[src/rtl/sdram_arbiter.sv]
// sdram_arbiter: owns the SDRAM command/address bus, runs the auto-refresh timer
// and grants the bus to the init, refresh, write and read engines.
module sdram_arbiter #(
    parameter int          REF_PERIOD = 780,
    parameter int          CNT_W      = 10,
    parameter logic [4:0]  CMD_NOP    = 5'b10111
) (
    input  logic        S_CLK,
    input  logic        RST,
    input  logic        init_done,
    input  logic [4:0]  init_cmd,
    input  logic [11:0] init_addr,
    input  logic        aref_ack,
    input  logic [4:0]  aref_cmd,
    input  logic [11:0] aref_addr,
    input  logic        write_req,
    input  logic        write_ack,
    input  logic [4:0]  write_cmd,
    input  logic [11:0] write_addr,
    input  logic        read_req,
    input  logic        read_ack,
    input  logic [4:0]  read_cmd,
    input  logic [11:0] read_addr,
    output logic        aref_en,
    output logic        write_en,
    output logic        read_en,
    output logic [4:0]  sdram_cmd,
    output logic [11:0] sdram_addr,
    output logic        ref_miss
);
    typedef enum logic [2:0] {INIT, IDLE, AREF, WRITE, READ} state_t;
    state_t state, state_n;
    logic [CNT_W-1:0] cnt;
    logic aref_pending, last_wr, wrap;
    logic [4:0] cmd_mux;
    logic [11:0] addr_mux;
    assign wrap = (state != INIT) && (cnt == CNT_W'(REF_PERIOD - 1));
    always_comb begin
        state_n  = state;
        cmd_mux  = CMD_NOP;
        addr_mux = 12'h400;
        case (state)
            INIT: begin
                cmd_mux  = init_cmd;
                addr_mux = init_addr;
                state_n  = init_done ? IDLE : INIT;
            end
            // pending refresh beats user traffic; simultaneous requests alternate
            IDLE: state_n = aref_pending ? AREF :
                            (write_req && read_req) ? (last_wr ? READ : WRITE) :
                            write_req ? WRITE : read_req ? READ : IDLE;
            AREF: begin
                cmd_mux  = aref_cmd;
                addr_mux = aref_addr;
                state_n  = aref_ack ? IDLE : AREF;
            end
            WRITE: begin
                cmd_mux  = write_cmd;
                addr_mux = write_addr;
                state_n  = write_ack ? IDLE : WRITE;
            end
            READ: begin
                cmd_mux  = read_cmd;
                addr_mux = read_addr;
                state_n  = read_ack ? IDLE : READ;
            end
            default: state_n = INIT;
        endcase
    end
    // reset forces a NOP onto the pins without waiting for a clock
    assign sdram_cmd  = RST ? CMD_NOP : cmd_mux;
    assign sdram_addr = RST ? 12'h000 : addr_mux;
    always_ff @(posedge S_CLK or posedge RST) begin
        if (RST) begin
            state        <= INIT;
            cnt          <= '0;
            aref_pending <= 1'b0;
            last_wr      <= 1'b0;
            ref_miss     <= 1'b0;
            aref_en      <= 1'b0;
            write_en     <= 1'b0;
            read_en      <= 1'b0;
        end else begin
            state    <= state_n;
            aref_en  <= state_n == AREF;
            write_en <= state_n == WRITE;
            read_en  <= state_n == READ;
            cnt      <= (state == INIT || wrap) ? '0 : cnt + 1'b1;
            if (wrap)
                aref_pending <= 1'b1;
            else if (state == IDLE && state_n == AREF)
                aref_pending <= 1'b0;
            if (wrap && aref_pending)
                ref_miss <= 1'b1;
            if (state == IDLE && state_n == WRITE)
                last_wr <= 1'b1;
            else if (state == IDLE && state_n == READ)
                last_wr <= 1'b0;
        end
    end
endmodule

[config.mk]
export PLATFORM = sky130hd
export DESIGN_NAME = sdram_arbiter
export DESIGN_NICKNAME = d
export VERILOG_FILES = /design/src/rtl/sdram_arbiter.sv
export SDC_FILE = /design/constraint.sdc
export NUM_CORES = 1
export LEC_CHECK = 0
export BUFFER_PORTS_ARGS = -buffer_cell sky130_fd_sc_hd__clkbuf_2
export CORE_UTILIZATION = 38
export DETAILED_ROUTE_END_ITERATION = 6
export GPL_TIMING_DRIVEN = 0
export PLACE_DENSITY = 0.82
export SLEW_MARGIN = 5
export SYNTH_ARGS = -nofsm -noshare
export SYNTH_HDL_FRONTEND = slang
export SYNTH_SLANG_ARGS = --single-unit
[constraint.sdc]
create_clock -name S_CLK -period 1.7 [get_ports S_CLK]
set_input_delay 0.34 -clock S_CLK [delete_from_list [all_inputs] [get_ports S_CLK]]
set_output_delay 0.34 -clock S_CLK [all_outputs]
set_load 0.01 [all_outputs]
==> run metrics, run 1 <==
hold slack=0.1691 ns; DIE AREA=0.004475 sq mm; Vias=2,205; Critical Path RT=about 1.4 ns; Reg clk slew, reported paths=0.07 ns; layout net count=379; IO Count=97; Clk pwr share=0.074; clock root cell=clkbuf_8; Hold Buf Count CTS=0; max_slew headroom=0.6677; Worst R2R Path Depth=4; fin. max-slew vios=0; Arr. time, crit path=1.78 ns; Worst Path Buf+Inv=4; power share of the sequential group=0.157; # clock sinks=19; Rows=23; Hold Violations, Final=0; RSZ-0062 raised after global routing=yes; VDD IR max=702.8 uV; clk_lat worst skew=0.26 ns; crit-path max FO=7; ratio of cells with drive above 1 in the final layout=0.6512; Int Pwr=2361 uW; Antenna Cells=0; Post-Syn Area=0.001600 sq mm; DRT iter0 DRCs=between 200 and 300; reg2reg setup slack=0.11 ns; status=finished with violations; Unique masters post-synth=48; Async S/R FF share, synth=1.000; critical path class=reg -> out; Post-Place Worst Slack=-0.2511 ns; Area Overhead vs Synth=69.74%; Worst-Margin Slew=0.4974 ns; Worst setup SP type=flip-flop; H-tree Lvls=1; Max-Cap Viols=0; slowest stage delay, CP=0.50 ns; gp weighted congestion=~0.8; RR Endpoint=state[0]$_DFF_PP0_; post-layout util=0.6742; DP Wirelength=between 3000 and 4000 microns; Tot Pwr=4415 uW; I/O Buffers=96; # DRC=1; #FFs+latches synth=19; crit-path cells=buf_6, nor2_4, buf_6, clkbuf_16, a21oi_4, nor3_2, buf_2; TNS Setup=-6.305 ns; Die Y=approximately 67 microns; Max Clk Rate=472.7 MHz; Clock Path Buffers=2; Initial Util=0.3972; Leakage=~0.0013 uW; total routed wirelength=7242 microns; reg-to-reg startpoint=state[1]$_DFF_PP0_; initial antenna violation count=0; Die W=66.90 microns; first-pass iteration count of the detailed router=7; Register Area=478.0 sq um; Worst path slowest cell=dfrtp_2; core area=approximately 0.0040 sq mm; combinational power share=0.769; gr usage total=0.2810; Top delay family on crit path=buffers and inverters; number of CTS-inserted buffers=3; vias per cell=6.282; ys flop type=dfrtp_1; most used cell, CP=buf_6; # fillers=around 290; Hold Crit Class=in -> async; min Tclk post-route=roughly 2.1 ns; register area share after synthesis=0.2971; Multi-input gate area=between 0.001 and 0.0015 sq mm; WL/cell=20.63 microns; failing checks=design-rule violations, negative setup slack; Mapped Cells=185; setup violators final=17; first-pass GRT wire length=9308 microns; Worst setup EP type=output pin; Post-synth EDFFs=0; Net Sw Frac=0.4652; Net Count, Synth=262; Routed Antenna Nets=0; GRT overflow=0; Avg Cell Area, Syn=8.650 sq um; Final period util=1.245; TritonCTS clock tree=yes; Switch Pwr=2054 uW; maximum number of pins on one net before global-route repair=24; total power density per cell area=1625 mW/mm^2; YS warnings=0; clk_skew=0.001759 ns; final worst slack=-0.4157 ns; vias in the first global route=1,937
worst max path at each step:
stage                             startpoint             end  slack, ns  cells after the start
after floorplan           state[0]$_DFF_PP0_   sdram_addr[9]      -0.01                      5
after global placement    state[1]$_DFF_PP0_    sdram_cmd[3]      -0.24                      6
after detailed placement  state[1]$_DFF_PP0_    sdram_cmd[3]      -0.25                      6
after CTS                 state[0]$_DFF_PP0_   sdram_addr[9]      -0.32                      5
after global routing      state[0]$_DFF_PP0_   sdram_addr[8]      -0.46                      5
final                     state[0]$_DFF_PP0_  sdram_addr[11]      -0.42                      7
worst register-to-register path, cell delays in order (launching register included):
cell      delay, ns
dfrtp_1        0.42
buf_4          0.17
nor4b_2        0.37
a21boi_1       0.35
a311o_1        0.21
synth_stat cells (2+ instances only):
| master | instances | share of area |
|---|---|---|
| nor2_1 | 7 | 0.016 |
| mux2_2 | 12 | 0.084 |
| a221oi_1 | 12 | 0.066 |
| mux2i_1 | 5 | 0.031 |
| buf_2 | 9 | 0.028 |
| o21ai_0 | 8 | 0.025 |
| nand4_1 | 2 | 0.0078 |
| a31oi_1 | 3 | 0.012 |
| o31ai_1 | 2 | 0.0094 |
| or3_1 | 5 | 0.020 |
| nor2b_1 | 2 | 0.0078 |
| and3_1 | 2 | 0.0078 |
| a21oi_1 | 17 | 0.053 |
| nor3b_1 | 2 | 0.0094 |
| nor3_1 | 16 | 0.050 |
| a211o_1 | 6 | 0.033 |
| inv_1 | 5 | 0.012 |
| or2_2 | 2 | 0.0078 |
| clkbuf_1 | 4 | 0.0094 |
| o21ai_1 | 3 | 0.0094 |
| a21oi_2 | 2 | 0.011 |
| xor2_1 | 2 | 0.011 |
| buf_4 | 2 | 0.0094 |
| nand2_1 | 4 | 0.0094 |
| or3_4 | 2 | 0.014 |
| nand3_1 | 9 | 0.028 |
| dfrtp_1 | 19 | 0.30 |
layout make-up:
class / instances / share of cell area
Clock inverter: 1 / 0.001842
Buffer: 15 / 0.06264
Timing Repair Buffer: 113 / 0.2404
Tap cell: 50 / 0.02303
Inverter: 5 / 0.008291
Multi-Input combinational cell: 145 / 0.4726
Sequential cell: 19 / 0.1760
Clock buffer: 3 / 0.01520
registers in the layout (all words and copies together), names as in the netlist:
name	count
aref_en	1
aref_pending	1
cnt	10
last_wr	1
read_en	1
ref_miss	1
state	3
write_en	1
cells in the final DEF (no fill, tap or decap), drive strengths merged, types with 4 or more instances in the layout:
master	count
clkbuf	86
buf	45
dfrtp	19
a21oi	19
nor3	16
a221oi	12
mux2	12
o21ai	11
nand3	9
nor2	8
or3	7
a211o	6
mux2i	5
nand2	4
inv	4
cells by family (layout without fill, tap and decap cells):
| family | after synthesis | in the layout | synth area share |
|---|---|---|---|
| XOR/XNOR | 3 | 3 | 0.01642 |
| multiplexers | 17 | 17 | 0.1157 |
| AO/OA/AOI/OAI | 61 | 61 | 0.2697 |
| buffers and inverters | 21 | 137 | 0.06098 |
| adder cells (fa/ha/maj) | 1 | 1 | 0.007817 |
| AND/OR/NAND/NOR | 63 | 63 | 0.2322 |
| flip-flops | 19 | 19 | 0.2971 |
power groups by stage:
stage / registers [uW] / logic (uW) / clock network (uW)
floorplan: 646 / 1430 / 0
global placement: 646 / 1970 / 0
detailed placement: 650 / 2010 / 0
CTS: 673 / 2710 / 325
global route: 706 / 3530 / 354
finish: 694 / 3400 / 326
timing repair:
action / in CTS / in global routing
pin swaps: 15 / 16
endpoints found under the setup margin: 17 / 19
gates cloned: 4 / 1
setup buffers: 7 / 5
gates resized for setup: 70 / 47
metrics by stage:
step | instance area (sq um) | std cells
floorplan | 1600 | 185
global placement | 2143 | 331
detailed placement | 2143 | 331
CTS | 2531 | 345
global route | 2716 | 351
finish | 2716 | 351
per-layer routing:
metal / share of wire / track usage / vias to the layer above / routed length [microns]
li1: - / - / 947 / -
met1: 0.37 / 0.3721 / 1034 / 2664
met2: 0.50 / 0.4394 / 182 / 3633
met3: 0.088 / 0.04110 / 42 / 638
met4: 0.042 / 0.1410 / 0 / 305
met5: 0 / 0 / - / 0
Power figures use the tool's default switching activity.
==> inputs of run 2 (changes only) <==
Settings changed: ABC_AREA set to 1, PLACE_DENSITY 0.82 to 0.83.
==> run 2 against run 1 <==
The run ends with negative setup slack left. Combinational power decreased by 42%. Sequential share of layout area increased by 2.9 points. Area after synthesis decreased by 4.6%. First-iteration DRC count decreased by 77%. Highest routed layer unchanged. Die area decreased by 4.5%.
==> run metrics, run 2 <==
status=finished with violations; failing checks=negative setup slack; total power density per cell area=1270 mW/mm^2 (-22%); initial antenna violation count=0 (unchanged); top cells by area, synth=dfrtp_1 (31%), nand2_1 (26%), inv_1 (8.4%); number of flip-flops in the largest register=10 (unchanged); Adder-Cell Fraction of Synth Area=0.008197 (+0.0003781); gp weighted congestion=0.8142 (+0.25%); Rows=22 (-4.3%); TNS Setup=-3.661 ns (+2.644 ns); reg-to-reg startpoint=state[1]$_DFF_PP0_; top flop regs=cnt x10, state x3; max_slew headroom=0.6882 (+0.02049); most frequent cells after synthesis=nand2_1 (105), inv_1 (34), dfrtp_1 (19); Max Clk Rate=509.0 MHz (+7.7%); Reg clk slew, reported paths=0.07 ns (about the same); GRT overflow=0 (unchanged); WL/cell=11.65 microns (-44%); final instance area=0.002331 sq mm (-14%); RR Endpoint=cnt[5]$_DFF_PP0_; Final period util=1.156 (-0.08893); YS warnings=0 (unchanged); Mapped Cells=245 (+32%); Synth Area in XOR/XNOR=0.01721 (+0.0007940); Arr. time, crit path=1.62 ns (-0.16 ns); vias per cell=4.823 (-23%); Post-Syn Area=0.001526 sq mm (-4.6%); Async S/R FF share, synth=1.000 (unchanged); mux cell area share after synthesis=0 (-0.1157); gr usage total=0.2221 (-0.05899); clk_lat worst skew=0.25 ns (about the same); Hold Crit Class=in -> async; core area=0.003744 sq mm (-7.1%); setup violators final=17 (unchanged); placed standard-cell area=0.002071 sq mm (-3.4%); Die W=65.38 microns (-2.3%); first-pass GRT wire length=7458 microns (-20%); DIE AREA=0.004275 sq mm (-4.5%); crit-path max FO=4 (-3); H-tree Lvls=1 (unchanged); most common cell in the netlist=nand2_1; TritonCTS clock tree=yes; clock root cell=clkbuf_8; cell taking the most area after synthesis=dfrtp_1; Routed Antenna Nets=0 (unchanged); Area Overhead vs Synth=52.71%; DRT iter0 DRCs=64 (-77%); Initial Util=0.4078 (+0.01055); total routed wirelength=4811 microns (-34%); Max-Cap Viols=0 (unchanged); ys flop type=dfrtp_1; largest family of logic cells by synthesized area=simple AND/OR/NAND/NOR gates; crit path to=sdram_addr[1]; number of CTS-inserted buffers=3 (unchanged); Worst R2R Path Depth=8 (+4); Hold Violations, Final=0 (unchanged); commonest cells after routing, fill and taps aside=nand2_1 (100), clkbuf_2 (81), inv_1 (32); Avg Cell Area, Syn=6.230 sq um (-28%); Unique masters post-synth=23 (-52%); Worst-Margin Slew=0.4652 ns (-0.03224 ns); # fillers=339 (+16%); crit path from=state[1]$_DFF_PP0_; # DRC=0 (-1); min Tclk post-route=1.965 ns (-0.1512 ns); # clock sinks=19 (unchanged); fin. max-slew vios=0 (unchanged); commonest non-fill, non-tap cell in the layout=nand2_1; area share of the largest cell type after synthesis=0.3115 (+0.01437); Net Count, Synth=322 (+23%); register area share after synthesis=0.3115 (+0.01437); Worst setup SP type=flip-flop; Compound-Gate Fraction of Synth Area=0.1164 (-0.1533); Antenna Cells=0 (unchanged); maximum number of pins on one net before global-route repair=21 (-13%); Clock Path Buffers=2 (unchanged); first-pass iteration count of the detailed router=4 (-3); final worst slack=-0.2645 ns (+0.1512 ns); RSZ-0062 raised after global routing=yes; Die Y=65.38 microns (-2.3%); Critical Path RT=1.36 ns (about the same); largest register by flop count=cnt; area share of and/or/nand/nor cells after synthesis=0.4262 (+0.1940); Vias=1,992 (-9.7%); vias in the first global route=1,784 (-7.9%); #FFs+latches synth=19 (unchanged); clk_skew=0.002631 ns (+0.0008718 ns); layout net count=443 (+17%); DP Wirelength=3532 microns (-9.8%); reg2reg setup slack=0.22 ns (+0.11 ns); VDD IR max=668.9 uV (-4.8%); Worst setup EP type=output pin; I/O Buffers=96 (unchanged); IO Count=97 (unchanged); Leakage=0.001272 uW (-1.3%); Post-synth EDFFs=0 (unchanged); ratio of cells with drive above 1 in the final layout=0.4137 (-0.2375); critical path class=reg -> out
[run 2: changes by cell type in the layout (fill, tap and decap cells not counted), sizes merged, moves of 10 or more]
cell	before	now
nand2	4	109
inv	4	37
nor2	8	21
a21oi	19	7
a221oi	12	0
mux2	12	0
a31oi	3	13
nor3	16	6
[run 2: worst max-delay path, cell delays in order (launching register included)]
cell	delay, ns
dfrtp_2	0.45
inv_2	0.09
nand2_4	0.06
nor2_4	0.19
buf_6	0.14
nand2_1	0.04
nand2_1	0.05
inv_1	0.04
a31oi_1	0.14
buf_2	0.17
[run 2: how the worst min path moves through the flow]
stage,end,depth (start not counted),slack (ns)
global placement,cnt[4]$_DFF_PP0_,2,0.37
global route,ref_miss$_DFFE_PP0P_,2,0.09
detailed placement,cnt[3]$_DFF_PP0_,2,0.37
CTS,cnt[3]$_DFF_PP0_,2,0.10
finish,cnt[8]$_DFF_PP0_,2,0.05
floorplan,aref_en$_DFF_PP0_,1,0.19
[run 2: through the flow]
step / hold slack (ns) / std cells / setup slack (ns) / power [uW] / utilization
CTS: 0.1019 / 408 / -0.2832 / 2851 / 0.6086
global route: 0.08680 / 413 / -0.3914 / 3219 / 0.6227
global placement: 0.3678 / 389 / -0.2662 / 2200 / 0.5531
finish: 0.05480 / 413 / -0.2645 / 2961 / 0.6227
floorplan: 0.1943 / 245 / 0.07157 / 1742 / -
detailed placement: 0.3686 / 389 / -0.2596 / 2226 / 0.5531
[run 2: cell families (layout without fill, tap and decap cells)]
| kind of cell | Yosys count | in the layout |
|---|---|---|
| AO/OA/AOI/OAI | 28 | 28 |
| XOR/XNOR | 3 | 3 |
| adder cells (fa/ha/maj) | 1 | 1 |
| buffers and inverters | 43 | 163 |
| flip-flops | 19 | 19 |
| AND/OR/NAND/NOR | 151 | 151 |
[run 2: cell type report]
type	instances	area, sq um	share of cell area
Timing Repair inverter	1	5.005	0.002147
Multi-Input combinational cell	183	897.1	0.3849
Buffer	5	56.30	0.02415
Sequential cell	19	478.0	0.2050
Inverter	38	146.4	0.06280
Tap cell	48	60.06	0.02576
Clock inverter	1	5.005	0.002147
Clock buffer	3	41.29	0.01771
Timing Repair Buffer	115	641.9	0.2754
[run 2: layer usage]
metal / track usage / vias to the layer above / part of all wire
li1: - / 1005 / -
met5: 0 / - / 0
met2: 0.4291 / 75 / 0.51
met1: 0.2392 / 898 / 0.39
met3: 0.03646 / 14 / 0.068
met4: 0.07609 / 0 / 0.028
[run 2: power by group]
part,internal [uW],switching [uW],total [uW]
clock network,163,145,308
logic,868,1110,1980
registers,568,108,676
total,1600,1360,2960
[run 2: repair_timing]
action,CTS,global route
resized for setup,17,20
setup buffers,14,4
gates cloned,1,1
endpoints found under the setup margin,17,17
pin swaps,4,1
hold buffers,0,0
==> inputs of run 3 (changes only) <==
--- a/config.mk
+++ b/config.mk
@@ -8,8 +8,8 @@
 export ABC_AREA = 1
 export BUFFER_PORTS_ARGS = -buffer_cell sky130_fd_sc_hd__clkbuf_2
-export CORE_UTILIZATION = 38
+export CORE_UTILIZATION = 43
 export DETAILED_ROUTE_END_ITERATION = 6
 export GPL_TIMING_DRIVEN = 0
-export PLACE_DENSITY = 0.83
+export PLACE_DENSITY = 0.91
 export SLEW_MARGIN = 5
 export SYNTH_ARGS = -nofsm -noshare
==> constraint.sdc (replaced) <==
create_clock -name S_CLK -period 1.7 [get_ports S_CLK]
set_input_delay 0.085 -clock S_CLK [delete_from_list [all_inputs] [get_ports S_CLK]]
set_output_delay 0.085 -clock S_CLK [all_outputs]
set_load 0.01 [all_outputs]
==> run 3 against run 2 <==
The run still ends with negative setup slack left. Wire length up 23%. Hold slack worse by 0.043 ns. Clock skew down 0.0014 ns. Utilization up 8.6 points. Sequential share of layout area down 0.45 points. Cell count up 0.24%. Clock power down 23%. Combinational power up 14%. Die area down 11%. First-iteration DRC count up 83%. Highest routed layer unchanged.
==> run metrics, run 3 (synthesis results as in run 2) <==
Switch Pwr=1542 uW (+13%); largest register by flop count=cnt; Clk pwr share=0.074 (-0.030); RSZ-0062 raised after global routing=yes; Area Overhead vs Synth=56.15%; number of flip-flops in the largest register=10 (unchanged); clk_skew=0.001233 ns (-0.001398 ns); setup violators final=15 (-2); failing checks=negative setup slack; Rows=21 (-4.5%); Net Sw Frac=0.4861 (+0.02596); Worst setup SP type=flip-flop; VDD IR max=858.2 uV (+28%); gp weighted congestion=0.8461 (+3.9%); Tot Pwr=3171 uW (+7.1%); top flop regs=cnt x10, state x3; vias in the first global route=1,760 (-1.3%); layout net count=446 (+0.68%); Max Clk Rate=523.8 MHz (+2.9%); TritonCTS clock tree=yes; Die Y=61.58 microns (-5.8%); # DRC=0 (unchanged); Leakage=0.001306 uW (+2.7%); clock root cell=clkbuf_4; GRT overflow=0 (unchanged); first-pass iteration count of the detailed router=4 (unchanged); number of CTS-inserted buffers=3 (unchanged); ratio of cells with drive above 1 in the final layout=0.4212 (+0.007497); WL/cell=14.24 microns (+22%); crit path from=state[0]$_DFF_PP0_; Clock Path Buffers=2 (unchanged); commonest cells after routing, fill and taps aside=nand2_1 (99), clkbuf_2 (85), inv_1 (32); IO Count=97 (unchanged); min Tclk post-route=1.909 ns (-0.05552 ns); # clock sinks=19 (unchanged); Die W=61.58 microns (-5.8%); fin. max-slew vios=0 (unchanged); final worst slack=-0.2090 ns (+0.05552 ns); Arr. time, crit path=1.82 ns (+0.20 ns); first-pass GRT wire length=7279 microns (-2.4%); Hold Crit Class=in -> reg; maximum number of pins on one net before global-route repair=20 (-4.8%); combinational power share=0.709 (+0.041); core area=0.003363 sq mm (-10%); I/O Buffers=96 (unchanged); DIE AREA=0.003792 sq mm (-11%); critical path class=reg -> out; Worst setup EP type=output pin; Hold Violations, Final=0 (unchanged); hold path startpoint=read_ack; Vias=2,119 (+6.4%); total power density per cell area=1331 mW/mm^2 (+4.7%); max_slew headroom=0.4257 (-0.2625); H-tree Lvls=1 (unchanged); gr usage total=0.2649 (+0.04288); reg-to-reg startpoint=cnt[0]$_DFF_PP0_; Worst-Margin Slew=0.8586 ns (+0.3934 ns); clk_lat worst skew=0.30 ns (+0.05 ns); Final period util=1.123 (-0.03266); crit-path max FO=4 (unchanged); Initial Util=0.4539 (+0.04611); total routed wirelength=5897 microns (+23%); commonest non-fill, non-tap cell in the layout=nand2_1; Antenna Cells=0 (unchanged); hold slack=0.01196 ns (-0.04284 ns); Critical Path RT=1.62 ns (+0.26 ns); Max-Cap Viols=0 (unchanged); power share of the sequential group=0.217 (-0.011); status=finished with violations; vias per cell=5.118 (+6.1%); Int Pwr=1630 uW (+1.9%); initial antenna violation count=0 (unchanged); Reg clk slew, reported paths=0.11 ns (+0.04 ns); Routed Antenna Nets=0 (unchanged); DRT iter0 DRCs=117 (+83%); DP Wirelength=3481 microns (-1.4%)
==> run 3: critical path, cell delays in order (launching register included) <==
cell     delay, ns
dfrtp_1       0.44
inv_2         0.08
buf_4         0.15
nor2_4        0.14
buf_4         0.16
nand2_1       0.11
a31oi_2       0.26
buf_2         0.17
==> run 3: worst paths after layout <==
path,cells past startpoint,to,slack (ns)
setup / recovery,7,sdram_addr[3],-0.21
hold / removal,2,read_en$_DFF_PP0_,0.01
setup reg to reg,4,cnt[5]$_DFF_PP0_,0.15
hold reg to reg,1,ref_miss$_DFFE_PP0P_,0.50
max in group asynchronous,3,state[1]$_DFF_PP0_,0.49
min in group asynchronous,3,cnt[8]$_DFF_PP0_,0.63
==> run 3: cell type report <==
type | count | area (sq um)
Buffer | 4 | 48.80
Clock buffer | 3 | 22.52
Clock inverter | 1 | 5.005
Fill cell | 247 | 979.7
Inverter | 38 | 145.1
Multi-Input combinational cell | 183 | 928.4
Sequential cell | 19 | 478.0
Tap cell | 46 | 57.56
Timing Repair Buffer | 120 | 698.2
==> run 3: metrics by stage <==
stage,instances,util,setup TNS (ns),setup slack (ns),area [sq um]
detailed placement,387,0.6138,0,0.03102,2064
global route,414,0.7087,-2.698,-0.2492,2384
finish,414,0.7087,-1.330,-0.2090,2384
global placement,387,0.6138,0,0.05303,2064
CTS,410,0.6804,-0.2591,-0.04087,2288
floorplan,245,-,0,0.3266,1526
==> run 3: power groups by stage <==
stage | registers [uW] | clock network [uW] | logic (uW)
after floorplan | 689 | 0 | 1050
after global placement | 687 | 0 | 1520
after detailed placement | 692 | 0 | 1550
after CTS | 666 | 227 | 1970
after global routing | 695 | 261 | 2450
final | 687 | 236 | 2250
==> run 3: routing by layer <==
layer  up-vias  wire length, microns  global-route usage
li1       1011                     -                   -
met1       957                  2118              0.2866
met2       120                  2996              0.4793
met3        31                   462             0.05882
met4         0                   319              0.1397
met5         -                     0                   0
==> run 3: repair_timing <==
| item | in CTS | in global routing |
|---|---|---|
| setup endpoints to repair | 17 | 17 |
| hold endpoints to repair | 19 | 0 |
| cloned | 3 | 0 |
| pin swaps | 3 | 5 |
| setup buffers | 16 | 4 |
| hold buffers | 1 | 0 |
| resized for setup | 13 | 29 |
